$ cat src/rtl/esn_phase_ctrl.sv
// -----------------------------------------------------------------------------
// esn_phase_ctrl
// Run-phase sequencer for the echo-state network. It owns the reset and
// enable lines of the reservoir/readout pair and steps one run through
// washout, readout training, readout test/output and done. Washout is timed
// in clock cycles. Training and test are timed in data epochs. An epoch ends
// when the reservoir data address wraps from its maximum value back to zero.
//
// Parameters
//   ADDR_W        width of the reservoir data address (epoch = 2^ADDR_W addrs)
//   CNT_W         width of the length fields and of the epoch counter
//
// Ports
//   clk           system clock
//   rst_N         asynchronous active-low reset
//   start         single-cycle run request, honoured in IDLE or DONE only
//   abort         return to IDLE from any state, wins over start
//   washout_len   washout length in cycles (latched on accepted start)
//   train_epochs  training epochs (latched on accepted start)
//   test_epochs   test epochs (latched on accepted start)
//   data_addr     reservoir data address, used for wrap detection
//   res_rst_N     reservoir reset, active-low
//   rdout_rst_N   readout reset, active-low
//   rdout_ce      readout output enable
//   phase         0 IDLE, 1 WASH, 2 TRAIN, 3 TEST, 4 DONE
//   epoch         completed epochs in the current phase
//   busy          high in WASH, TRAIN and TEST
//   done          high in DONE
// -----------------------------------------------------------------------------
module esn_phase_ctrl #(
  parameter int ADDR_W = 6,
  parameter int CNT_W  = 8
) (
  input  logic              clk,
  input  logic              rst_N,
  input  logic              start,
  input  logic              abort,
  input  logic [CNT_W-1:0]  washout_len,
  input  logic [CNT_W-1:0]  train_epochs,
  input  logic [CNT_W-1:0]  test_epochs,
  input  logic [ADDR_W-1:0] data_addr,
  output logic              res_rst_N,
  output logic              rdout_rst_N,
  output logic              rdout_ce,
  output logic [2:0]        phase,
  output logic [CNT_W-1:0]  epoch,
  output logic              busy,
  output logic              done
);

  typedef enum logic [2:0] {
    S_IDLE  = 3'd0,
    S_WASH  = 3'd1,
    S_TRAIN = 3'd2,
    S_TEST  = 3'd3,
    S_DONE  = 3'd4
  } state_t;

  localparam logic [ADDR_W-1:0] ADDR_MAX = '1;
  localparam logic [CNT_W-1:0]  CNT_ONE  = CNT_W'(1);

  state_t            r_state;
  state_t            w_nxt_state;
  logic [ADDR_W-1:0] r_addr_q;
  logic [CNT_W-1:0]  r_wash_cnt;
  logic [CNT_W-1:0]  w_nxt_wash_cnt;
  logic [CNT_W-1:0]  r_train_len;
  logic [CNT_W-1:0]  w_nxt_train_len;
  logic [CNT_W-1:0]  r_test_len;
  logic [CNT_W-1:0]  w_nxt_test_len;
  logic [CNT_W-1:0]  r_epoch;
  logic [CNT_W-1:0]  w_nxt_epoch;
  logic [CNT_W-1:0]  w_epoch_inc;
  logic              w_wrap;

  logic              r_res_rst_n;
  logic              r_rdout_rst_n;
  logic              r_rdout_ce;
  logic              r_busy;
  logic              r_done;

  // A jump such as 63 -> 5 is not an epoch boundary. Only the exact
  // max -> 0 step counts.
  assign w_wrap      = (r_addr_q == ADDR_MAX) && (data_addr == '0);
  assign w_epoch_inc = r_epoch + CNT_ONE;

  // Address history runs in every state.
  // Wraps are only acted on in TRAIN/TEST.
  always_ff @(posedge clk or negedge rst_N) begin
    if (!rst_N) begin
      r_addr_q <= '0;
    end else begin
      r_addr_q <= data_addr;
    end
  end

  // Next-state and counter logic.
  // The length fields are taken from the inputs only on an accepted start.
  // This keeps a run immune to mid-run changes on those inputs.
  always_comb begin
    w_nxt_state     = r_state;
    w_nxt_wash_cnt  = r_wash_cnt;
    w_nxt_train_len = r_train_len;
    w_nxt_test_len  = r_test_len;
    w_nxt_epoch     = r_epoch;

    if (abort) begin
      w_nxt_state = S_IDLE;
      w_nxt_epoch = '0;
    end else begin
      unique case (r_state)
        S_IDLE, S_DONE: begin
          if (start) begin
            w_nxt_state     = S_WASH;
            w_nxt_train_len = train_epochs;
            w_nxt_test_len  = test_epochs;
            // A zero washout still spends one cycle in WASH.
            w_nxt_wash_cnt  = (washout_len == '0) ? CNT_ONE : washout_len;
            w_nxt_epoch     = '0;
          end
        end
        S_WASH: begin
          // The counter holds the number of WASH cycles left, this one
          // included. The <= guard means a corrupted zero count still exits.
          if (r_wash_cnt <= CNT_ONE) begin
            w_nxt_epoch = '0;
            if (r_train_len != '0) begin
              w_nxt_state = S_TRAIN;
            end else if (r_test_len != '0) begin
              w_nxt_state = S_TEST;
            end else begin
              w_nxt_state = S_DONE;
            end
          end else begin
            w_nxt_wash_cnt = r_wash_cnt - CNT_ONE;
          end
        end
        S_TRAIN: begin
          if (w_wrap) begin
            if (w_epoch_inc == r_train_len) begin
              w_nxt_epoch = '0;
              w_nxt_state = (r_test_len != '0) ? S_TEST : S_DONE;
            end else begin
              w_nxt_epoch = w_epoch_inc;
            end
          end
        end
        S_TEST: begin
          // The final count is kept in epoch after the move to DONE.
          if (w_wrap) begin
            w_nxt_epoch = w_epoch_inc;
            if (w_epoch_inc == r_test_len) begin
              w_nxt_state = S_DONE;
            end
          end
        end
        default: begin
          w_nxt_state = S_IDLE;
          w_nxt_epoch = '0;
        end
      endcase
    end
  end

  // State, counters and latched run parameters.
  always_ff @(posedge clk or negedge rst_N) begin
    if (!rst_N) begin
      r_state     <= S_IDLE;
      r_wash_cnt  <= '0;
      r_train_len <= '0;
      r_test_len  <= '0;
      r_epoch     <= '0;
    end else begin
      r_state     <= w_nxt_state;
      r_wash_cnt  <= w_nxt_wash_cnt;
      r_train_len <= w_nxt_train_len;
      r_test_len  <= w_nxt_test_len;
      r_epoch     <= w_nxt_epoch;
    end
  end

  // The control outputs are decoded from the next state and then registered.
  // As a result they change on the same edge as phase, with no skew.
  // The readout stays out of reset in DONE so that its learned weights
  // survive until the next run re-resets it during WASH.
  always_ff @(posedge clk or negedge rst_N) begin
    if (!rst_N) begin
      r_res_rst_n   <= 1'b0;
      r_rdout_rst_n <= 1'b0;
      r_rdout_ce    <= 1'b0;
      r_busy        <= 1'b0;
      r_done        <= 1'b0;
    end else begin
      r_res_rst_n   <= (w_nxt_state != S_IDLE);
      r_rdout_rst_n <= (w_nxt_state == S_TRAIN) || (w_nxt_state == S_TEST) ||
                       (w_nxt_state == S_DONE);
      r_rdout_ce    <= (w_nxt_state == S_TEST);
      r_busy        <= (w_nxt_state == S_WASH) || (w_nxt_state == S_TRAIN) ||
                       (w_nxt_state == S_TEST);
      r_done        <= (w_nxt_state == S_DONE);
    end
  end

  assign phase       = r_state;
  assign epoch       = r_epoch;
  assign res_rst_N   = r_res_rst_n;
  assign rdout_rst_N = r_rdout_rst_n;
  assign rdout_ce    = r_rdout_ce;
  assign busy        = r_busy;
  assign done        = r_done;

endmodule

$ cat config.mk
export PLATFORM = sky130hd
export DESIGN_NAME = esn_phase_ctrl
export DESIGN_NICKNAME = d
export VERILOG_FILES = /design/src/rtl/esn_phase_ctrl.sv
export SDC_FILE = /design/constraint.sdc
export NUM_CORES = 1
export LEC_CHECK = 0
export ABC_AREA = 1
export CAP_MARGIN = 15
export CORE_ASPECT_RATIO = 0.7
export CORE_MARGIN = 3
export CORE_UTILIZATION = 50
export CTS_CLUSTER_DIAMETER = 50
export CTS_CLUSTER_SIZE = 28
export DETAILED_ROUTE_END_ITERATION = 10
export GPL_ROUTABILITY_DRIVEN = 0
export PLACE_DENSITY_LB_ADDON = 0.25
export SYNTH_ARGS = -nofsm -noshare
export SYNTH_HDL_FRONTEND = slang
export SYNTH_SLANG_ARGS = --single-unit
export TNS_END_PERCENT = 50
$ cat constraint.sdc
create_clock -name clk -period 2.2 [get_ports clk]
set_input_delay 0.44 -clock clk [delete_from_list [all_inputs] [get_ports clk]]
set_output_delay 0.44 -clock clk [all_outputs]
set_load 0.005 [all_outputs]
==> impl_metrics.tcl <==
set metrics [dict create \
    num_vias 2714 \
    coreArea_mm2 0.00494 \
    die_h_um 66.8 \
    max-cap-violations 0 \
    yosys.area.top_type "dfrtp_1" \
    seqPwrFrac 0.487 \
    dp.cells 502 \
    port-buffer-count 49 \
    layout.nets 477 \
    post_drt_wl_per_cell_um 13.2 \
    highest_layer "met4" \
    slew_violations 0 \
    grt_pass1_vias 2396 \
    initial_core_util 0.535 \
    syn-num-nets 412 \
    synth_area_leaders "dfrtp_1, nand2_1, nor2_1" \
    cts_root_buffer "clkbuf_8" \
    syn_to_final_growth_pct 31.1 \
    track_usage 0.225 \
    finalSetupViolations 0 \
    antenna_cells 0 \
    p_int_mw 1.44 \
    reg2reg_slack_ns 0.18 \
    floorplan.die.width_um 92.9 \
    ys.warnings.count 0 \
    yosysMostFrequentCell "nand2_1" \
    switchingPower_uw 746 \
    crit_type "reg -> reg" \
    dr_wl_met3_um 588 \
    syn_area_per_cell_um2 7.05 \
    clockBufferDepth 2 \
    fin_tns_setup_ns 0 \
    clock-sinks 46 \
    regToRegEndpoint "res_rst_N" \
    ys_seq_elements 46 \
    drive_gt1_frac 0.111 \
    max-vdd-ir-drop_mv 0.403 \
    ff2ff_path_depth 15 \
    die_area_mm2 0.00621 \
    wl_met2_um 3030 \
    clock.fmax_mhz 496 \
    end_kind "flip-flop" \
    drtPass1Iterations 7 \
    timing.hold.ws_ns 0.111 \
    dpl.hpwl_um 5210 \
    routed_wl_um 6760 \
    clk_pin_slew_ns 0.10 \
    viasPerCell 5.32 \
    status "finished, final reports clean" \
    cts_tree "yes" \
    grt_pass1_wl_um 10900 \
    clk_latency_ns 0.31 \
    fin_crit_sh 0.917 \
    clkPwrFrac 0.244 \
    startpoint_type "flip-flop" \
    slew_headroom 0.628 \
    num_rows 21 \
    drc 0 \
    finalNonFillerCells 510 \
    r2r_start "epoch[0]" \
    ant_nets 0 \
    hp-class "in -> async" \
    synth-edff-count 0 \
    p_leak_nw 1.67 \
    p_comb_frac 0.269 \
    worstPathRequired_ns 2.45 \
    synth_cells 375 \
    worstPathArrival_ns 2.26 \
    grt_overflow 0 \
    switching_share 0.341 \
    met1Wirelength_um 3080 \
    finalCriticalPeriod_ns 2.02 \
    hold_viol 0 \
    drt_iter0_markers 254 \
    clock_skew_ns 0.0122 \
    rsz0062_at_grt "no" \
    power_density_mw_per_mm2 632 \
    crit_end "res_rst_N" \
    synth_cell_type_count 31 \
    synth-seq-area-share 0.436 \
    tightestPinTransition_ns 0.558 \
    path_max_fanout 4 \
    crit_start "epoch[0]" \
    ys.flop_type "dfrtp_1" \
    antenna_found_initial 0 \
    synthesis.area_mm2 0.00264 \
    grt_max_degree 25 \
    async_reset_ff_frac 1.00 \
    htreeDepth 2 \
    cts-buffers-inserted 5 \
    synth_commonest_cells "nand2_1, nor2_1, inv_1" \
    nFillCells 425 \
    ios 50 \
    yosysTopAreaCellShare 0.436 \
]
[worst max-delay path, cell delays in order, from the launching register on]
cell and delay [ns]:
dfrtp_1 0.40, ha_1 0.22, nand2_2 0.10, buf_4 0.13, nand2_1 0.08, nand2_1 0.07, nand2_1 0.04, nor2_1 0.08
nand2_1 0.10, nor2_1 0.13, nand3_2 0.12, nor2_2 0.13, nand3_1 0.08, nand2_1 0.08, nand2_1 0.09, nand3_1 0.08
[through the flow]
step | power [mW] | utilization | setup WS (ns) | area, um^2
floorplan | 1.42 | - | 0.362 | 2640
CTS | 2.18 | 0.689 | 0.130 | 3400
finish | 2.19 | 0.701 | 0.182 | 3460
detailed placement | 1.65 | 0.670 | 0.00309 | 3310
global placement | 1.63 | 0.670 | 0.0549 | 3310
global route | 2.32 | 0.701 | 0.00207 | 3460
[worst min-delay path by stage]
stage	cells after the start	to	slack, ns	from
after floorplan	0	busy	0.14	rst_N
after global placement	1	epoch[6]	0.46	rst_N
after detailed placement	1	epoch[6]	0.47	rst_N
after CTS	1	r_wash_cnt[1]	0.14	rst_N
after global routing	1	r_test_len[7]	0.15	rst_N
final	1	r_test_len[7]	0.11	rst_N
[routing by layer]
metal  vias up  track usage
li1       1342            -
met1      1237        0.315
met2       127        0.355
met3         8       0.0508
met4         0       0.0548
met5         -            0
[flip-flops by register name (all words and copies together), names as in the netlist, 3 cells and up]
signal       cells
r_train_len      8
epoch            8
r_test_len       8
r_addr_q         6
r_wash_cnt       8
phase            3
[layout by cell type (no fill, tap or decap), types with 2 or more instances in the layout]
cell type / n
nand4_1: 10
a22oi_1: 2
nor2_4: 2
nand3_2: 3
nor3_1: 4
o21ai_0: 11
o22ai_1: 7
nand2_1: 89
dfrtp_2: 3
nand3_1: 28
clkdlybuf4s50_1: 48
buf_4: 13
nor2_1: 59
o21ai_2: 2
nor2_2: 2
ha_1: 3
dfrtp_1: 43
xor2_1: 2
a21oi_1: 20
o211ai_1: 2
clkbuf_8: 5
nand2_2: 4
mux2_2: 2
inv_2: 3
nor4_1: 2
inv_1: 56
[cells by family after synthesis]
group                      share of synthesized area
muxes                                        0.00852
buffers and inverters                         0.0914
and+or+nand+nor                                0.329
AOI/OAI and AO/OA                              0.112
adders and majority gates                     0.0142
DFF                                            0.436
xor gates and xnor gates                     0.00994
[cell type report]
cell class | instances | area [um^2] | area share
timing repair buffer | 63 | 603 | 0.174
clock inverter | 3 | 21.3 | 0.00614
inverter | 59 | 221 | 0.0639
tap | 69 | 86.3 | 0.0249
clock buffer | 5 | 68.8 | 0.0199
sequential | 46 | 1150 | 0.333
multi-input combinational | 265 | 1310 | 0.378
[what timing repair did]
item	4_1_cts	5_1_grt
hold buffers	0	0
buffers inserted	0	0
endpoints found under the setup margin	0	16
gates resized for setup	0	18
[power by group through the flow]
| stage | Sequential, mW | Combinational, mW | Clock (mW) |
|---|---|---|---|
| floorplan | 1.05 | 0.366 | 0 |
| global placement | 1.07 | 0.555 | 0 |
| detailed placement | 1.07 | 0.574 | 0 |
| CTS | 1.06 | 0.579 | 0.538 |
| global route | 1.08 | 0.668 | 0.577 |
| finish | 1.07 | 0.588 | 0.534 |
Note: power is estimated with default switching activity, not from simulation.
